$ cat src/rtl/reg_fifo_pkg.sv
//------------------------------------------------------------------------------
// Module      : reg_fifo_pkg
// Description : Shared sizing defaults for the register-based memory blocks.
// Revision    : 1.0 - initial release
//------------------------------------------------------------------------------
`default_nettype none

package reg_fifo_pkg;

    // Default geometry, reused by later memory-group blocks
    localparam int FIFO_DEFAULT_DEPTH  = 8;
    localparam int FIFO_DEFAULT_DATA_W = 8;

endpackage

`default_nettype wire

$ cat src/rtl/fifo_storage.sv
//------------------------------------------------------------------------------
// Module      : fifo_storage
// Description : DEPTH x DATA_W flip-flop register array with one synchronous
//               write port and one combinational read port. Contents are not
//               reset; they are don't-care until written.
// Revision    : 1.0 - initial release
//------------------------------------------------------------------------------
`default_nettype none

module fifo_storage
    import reg_fifo_pkg::*;
#(
    parameter  int DATA_W = FIFO_DEFAULT_DATA_W,
    parameter  int DEPTH  = FIFO_DEFAULT_DEPTH,
    localparam int AW     = $clog2(DEPTH)
) (
    input  logic              clk,
    input  logic              wr_en,
    input  logic [AW-1:0]     waddr,
    input  logic [DATA_W-1:0] wdata,
    input  logic [AW-1:0]     raddr,
    output logic [DATA_W-1:0] rdata
);

    logic [DATA_W-1:0] r_mem [DEPTH];

    // Write the addressed entry on an accepted push; no reset on the array
    always_ff @(posedge clk) begin
        if (wr_en) begin
            r_mem[waddr] <= wdata;
        end
    end

    assign rdata = r_mem[raddr];

endmodule

`default_nettype wire

$ cat src/rtl/reg_fifo.sv
//------------------------------------------------------------------------------
// Module      : reg_fifo
// Description : Single-clock FIFO built on a flip-flop register array.
//               Registered read data (one-cycle latency), occupancy count,
//               full/empty flags and one-cycle overflow/underflow pulses.
// Revision    : 1.0 - initial release
//------------------------------------------------------------------------------
`default_nettype none

module reg_fifo
    import reg_fifo_pkg::*;
#(
    parameter  int DATA_W = FIFO_DEFAULT_DATA_W,
    parameter  int DEPTH  = FIFO_DEFAULT_DEPTH,
    localparam int AW     = $clog2(DEPTH)
) (
    input  logic              clk,
    input  logic              rst,
    input  logic              wr_en,
    input  logic [DATA_W-1:0] wr_data,
    input  logic              rd_en,
    output logic [DATA_W-1:0] rd_data,
    output logic              rd_valid,
    output logic              full,
    output logic              empty,
    output logic [AW:0]       count,
    output logic              overflow,
    output logic              underflow
);

    localparam logic [AW:0]   c_depth_cnt = (AW+1)'(DEPTH);
    localparam logic [AW:0]   c_cnt_one   = (AW+1)'(1);
    localparam logic [AW-1:0] c_ptr_one   = AW'(1);

    logic [AW-1:0]     r_wr_ptr;
    logic [AW-1:0]     r_rd_ptr;
    logic [AW:0]       r_count;
    logic [DATA_W-1:0] r_rd_data;
    logic              r_rd_valid;
    logic              r_overflow;
    logic              r_underflow;

    logic              w_full;
    logic              w_empty;
    logic              w_wr_acc;
    logic              w_rd_acc;
    logic [DATA_W-1:0] w_mem_rdata;

    // Flags come from the registered count, which also resolves ptr equality
    assign w_full  = (r_count == c_depth_cnt);
    assign w_empty = (r_count == '0);

    // A write into a full FIFO is still taken when a read frees a slot in the
    // same cycle; a read of an empty FIFO is never taken (no bypass path).
    assign w_rd_acc = rd_en & ~w_empty;
    assign w_wr_acc = wr_en & (~w_full | w_rd_acc);

    fifo_storage #(
        .DATA_W (DATA_W),
        .DEPTH  (DEPTH)
    ) u_storage (
        .clk    (clk),
        .wr_en  (w_wr_acc),
        .waddr  (r_wr_ptr),
        .wdata  (wr_data),
        .raddr  (r_rd_ptr),
        .rdata  (w_mem_rdata)
    );

    // Pointer advance; power-of-two depth makes the wrap a natural rollover
    always_ff @(posedge clk or posedge rst) begin
        if (rst) begin
            r_wr_ptr <= '0;
            r_rd_ptr <= '0;
        end else begin
            if (w_wr_acc) begin
                r_wr_ptr <= r_wr_ptr + c_ptr_one;
            end
            if (w_rd_acc) begin
                r_rd_ptr <= r_rd_ptr + c_ptr_one;
            end
        end
    end

    // Occupancy tracking: simultaneous push and pop cancel out
    always_ff @(posedge clk or posedge rst) begin
        if (rst) begin
            r_count <= '0;
        end else begin
            unique case ({w_wr_acc, w_rd_acc})
                2'b10:   r_count <= r_count + c_cnt_one;
                2'b01:   r_count <= r_count - c_cnt_one;
                default: r_count <= r_count;
            endcase
        end
    end

    // Output register: rd_data holds until the next accepted pop
    always_ff @(posedge clk or posedge rst) begin
        if (rst) begin
            r_rd_data  <= '0;
            r_rd_valid <= 1'b0;
        end else begin
            r_rd_valid <= w_rd_acc;
            if (w_rd_acc) begin
                r_rd_data <= w_mem_rdata;
            end
        end
    end

    // Single-cycle error pulses for rejected requests
    always_ff @(posedge clk or posedge rst) begin
        if (rst) begin
            r_overflow  <= 1'b0;
            r_underflow <= 1'b0;
        end else begin
            r_overflow  <= wr_en & ~w_wr_acc;
            r_underflow <= rd_en & ~w_rd_acc;
        end
    end

    assign rd_data   = r_rd_data;
    assign rd_valid  = r_rd_valid;
    assign full      = w_full;
    assign empty     = w_empty;
    assign count     = r_count;
    assign overflow  = r_overflow;
    assign underflow = r_underflow;

endmodule

`default_nettype wire

$ cat config.mk
export PLATFORM = sky130hd
export DESIGN_NAME = reg_fifo
export DESIGN_NICKNAME = d
export VERILOG_FILES = /design/src/rtl/reg_fifo_pkg.sv /design/src/rtl/fifo_storage.sv /design/src/rtl/reg_fifo.sv
export SDC_FILE = /design/constraint.sdc
export NUM_CORES = 1
export LEC_CHECK = 0
export CORE_ASPECT_RATIO = 0.7
export CORE_MARGIN = 2
export CORE_UTILIZATION = 45
export DETAILED_ROUTE_END_ITERATION = 7
export PLACE_DENSITY = 0.67
export SYNTH_ARGS = -nofsm -noshare
export SYNTH_HDL_FRONTEND = slang
export SYNTH_SLANG_ARGS = --single-unit
$ cat constraint.sdc
create_clock -name clk -period 6.7 [get_ports clk]
set_clock_uncertainty 0.15 [all_clocks]
set_input_delay 2.01 -clock clk [delete_from_list [all_inputs] [get_ports clk]]
set_output_delay 2.01 -clock clk [all_outputs]
set_load 0.1 [all_outputs]
# After elaboration in Yosys (flattened, before gate mapping)
# Memories as Yosys holds them, arrays and structs flattened. A register that Yosys moved wholly into a read port is not among the register bits.
# Index checks and enable logic that the tools add are counted.
# W data, S select, Z words.
# word_totals
regBits	13
ram_bits	64
inputBits	12
output_inout_bits	17
word_cells	28
n_memories	1
# op_classes
n_addsub	4
eq_ne	3
muxes	3
bitwise_logic	9
n_reduce_logical	2
# mem_list
memory	words	word_bits	rd	rd_clocked_by_memory_dff	wr	line	text
u_storage.r_mem	8	8	1	1	1	fifo_storage.sv:25	logic [DATA_W-1:0] r_mem [DEPTH];
# op_table
operator	n
$pmux W4 S2	1
$add A3 B1 Y3 const B	2
$add A4 B1 Y4 const B	1
$and A1 B1 Y1	4
$eq A4 B4 Y1 const B	1
$logic_not A4 Y1	1
$not A1 Y1	4
$sub A4 B1 Y4 const B	1
$eq A2 B1 Y1 const B	1
$eq A2 B2 Y1 const B	1
$mux W1	2
$reduce_bool A2 Y1	1
$or A1 B1 Y1	1

# Logic depth before layout (Yosys ltp)
# logic_depth
ltp_word	7
ltp_mapped	10

# Cells and area by module
# A second synthesis with hierarchy kept.
# unflattened
hier_cells	201
hier_area_um2	3523.4
# by_module_without_submodules
module	instances	cells_each	area_per_inst_um2	seq_area_each_um2
fifo_storage	1	106	2531.2	1921.8
reg_fifo	1	95	992.2	525.5

# Least setup slack after synthesis
# OpenSTA, ideal clock, no wires.
# synth_path
kind	register -> output
start	register r_count[0] (netlist: count[0])
end	output port empty
t_arrival_ns	2.710
t_required_ns	4.540
path_slack_ns	1.830
path_stages_with_launch	2
cell_sequence	dfrtp_1 nor4_2
# synth_via
elab_chain_len	1
# synth_lines
item	line	text
from (decl)	reg_fifo.sv:37	logic [AW:0] r_count;
from (signal assigned)	reg_fifo.sv:91	2'b10: r_count <= r_count + c_cnt_one;
from (signal assigned)	reg_fifo.sv:92	2'b01: r_count <= r_count - c_cnt_one;
from (signal assigned)	reg_fifo.sv:93	default: r_count <= r_count;
$logic_not A4 Y1	reg_fifo.sv:51	assign w_empty = (r_count == '0);
to (decl)	reg_fifo.sv:25	output logic empty,
# Every way passes these cells.

# Worst setup path after layout
# layout_path
start	register r_count[0] (netlist: count[0])
end	output port full
# layout_via
elab_chain_len	1
# layout_lines
item	line	text
$eq A4 B4 Y1	reg_fifo.sv:50	assign w_full = (r_count == c_depth_cnt);
to (decl)	reg_fifo.sv:24	output logic full,
# Every way passes these cells.

==> results.tsv <==
stage	metric	value	unit
run_status	status	complete, no violations	
run	cap_violations	0	
critical_path	startpoint	count[0]	
critical_path	arrival	2580	ps
yosys	async_flop_share	24.7	%
placed_design	post-place-ws	1940	ps
routing	postRouteAntennaNets	0	
finish	area_delta_synth_final	16.1	%
clock_network	postCtsSetupBuffers	0	
finish	final_cell_mix	edfxtp_1, clkdlybuf4s50_1, nand2_1, dfrtp_1, mux2i_1	
finish	final_cells	358	
finish	utilization	54.6	%
sta	setup_viol	0	
sta	fin_crit	4740	ps
routing	dr.first_iter.drc_count	156	
clock_network	clk_latency	340	ps
die	io_pins	29	
grt	antenna_found_initial	0	
finish	postLayoutCellArea	0.00403	mm^2
finish	diodes	0	
hold_path	min_path_type	flop to flop	
pwr	p_per_area	489	mW/mm^2
yosys	synth-seq-cells	85	
critical_path	critPathLaunchType	flop	
die	coreArea	0.00738	mm^2
critical_path	worst_setup_path_end_kind	primary output	
critical_path	required	4540	ps
yosys	avgSynthCellArea	15.7	um^2
sta	max_freq	211	MHz
grt	grt.overflow.total	0	
die	fp.dieW	109	um
routing	viasPerCell	5.22	
pwr	max-vdd-ir-drop	0.000334	V
sta	finalSetupTns	0	ps
placed_design	dp_hpwl	4.30	mm
pwr	leakage	1.47	nW
clock_network	numCtsBuffers	9	
grt	track_usage	16.3	%
yosys	synth_top_area_share	55.3	%
grt	grt_busiest_layer	met1	
routing	drc	0	
die	die_h	77.5	um
critical_path	cp_max_fo	6	
yosys	synthTopCellsByArea	edfxtp_1, dfrtp_1, mux2_2, mux2i_1, a221o_1	
sta	tightest_slew	1010	ps
clock_network	clockRootBuffer	clkbuf_8	
critical_path	worstSetupPathType	flop to primary output	
die	die_area	0.00845	mm^2
sta	final.setup.worst_slack	1960	ps
routing	vias	1869	
yosys	yosysTopAreaCell	edfxtp_1	
yosys	synthDistinctLibCells	38	
die	initial_utilization	47.1	%
placed_design	place_area	0.00386	mm^2
finish	drive_above_1_share	16.2	%
critical_path	r2r-start	count[0]	
sta	rsz0062_at_grt	no	
routing	drt-total-wl	6.45	mm
grt	grt_pass1_wl	9.95	mm
clock_network	postCtsResizedCells	0	
clock_network	htreeDepth	3	
routing	wl_per_cell	18.0	um
placed_design	port_buffers	28	
clock_network	clockBufferDepth	2	
routing	firstDrtPassIters	4	
clock_network	cts_sinks	85	
yosys	synth-seq-area-share	70.4	%
clock_network	cts_tree	built	
finish	final_common_cell	edfxtp_1	
finish	final_nets	273	
yosys	syn_area	0.00348	mm^2
yosys	synth_flop_cell	edfxtp_1	
placed_design	gp_congestion	0.726	
grt	grt_use_met2	23.7	%
sta	relSlewSlack	32.4	%
grt	grt_max_degree	35	
clock_network	clk_pin_slew	80	ps
clock_network	postCtsHoldBufs	0	
grt	grtUsageMet1	24.0	%
hold_path	min_from	rd_data[6]	
grt	grt_pass1_vias	1840	
die	core.rowCount	26	
placed_design	dp_cells	342	
sta	drv_slew	0	
yosys	syn_inst	221	
yosys	ys_warn_count	0	
grt	grt_util_met3	5.63	%
yosys	synth_edf_count	64	
yosys	syn_nets	239	
sta	finalHoldViolCount	0	
sta	finalCritPeriodShare	70.7	%
area by class of cell:
type                       count  area [um^2]
clock buffer                  12          155
inverter                       7         31.3
multi-input combinational    120          946
fill                         599         3350
clock inverter                 4         21.3
timing repair buffer          32          310
sequential                    85         2450
tap                           98          123
power breakdown:
part / total [W] / switching (W) / internal (W)
combinational: 0.000891 / 0.000609 / 0.000282
sequential: 0.000762 / 0.0000750 / 0.000687
clock: 0.000322 / 0.000168 / 0.000154
worst paths after layout:
path | cells after the start | slack, ps | end
max | 3 | 1960 | full
min | 2 | 340 | rd_data[6]
max reg2reg | 9 | 3530 | count[3]
min reg2reg | 2 | 340 | rd_data[6]
max in group asynchronous | 2 | 3910 | r_rd_ptr[2]
min in group asynchronous | 2 | 1970 | r_rd_ptr[0]
synthesized netlist by cell type, drive strengths merged, types with 6 or more instances:
cell type	n
mux2i	17
o22ai	8
mux2	16
nand2	22
o21ai	9
edfxtp	64
a221o	8
buf	7
dfrtp	21
inv	6
through the flow:
stage,power (W),hold WS (ps)
after floorplan,0.00146,356
after global placement,0.00166,330
after detailed placement,0.00167,333
after CTS,0.00199,355
after global routing,0.00208,383
final,0.00197,345
worst max-delay path, stage by stage, from the launching register on:
cell	delay (ps)
dfrtp_1	460
or4b_4	580
inv_1	70
clkdlybuf4s50_1	1120
flip-flops by register name, summed over array words and instances (netlist names):
| signal | count |
|---|---|
| count | 4 |
| overflow | 1 |
| r_wr_ptr | 3 |
| rd_data | 8 |
| u_storage.r_mem | 64 |
| rd_valid | 1 |
| underflow | 1 |
| r_rd_ptr | 3 |
routing by layer:
layer  part of all wire (%)  wire length [um]
met3                    5.1               332
met5                      0                 0
met1                     48              3090
met4                   0.46                30
met2                     46              3000
logic make-up after synthesis:
| family | synth area share [%] |
|---|---|
| flops | 70.4 |
| compound gates | 6.08 |
| xor+xnor | 1.51 |
| fa+ha+maj | 2.38 |
| mux | 10.1 |
| buf+inv | 2.84 |
| simple gates | 6.70 |
(Power assumes the default switching activity.)
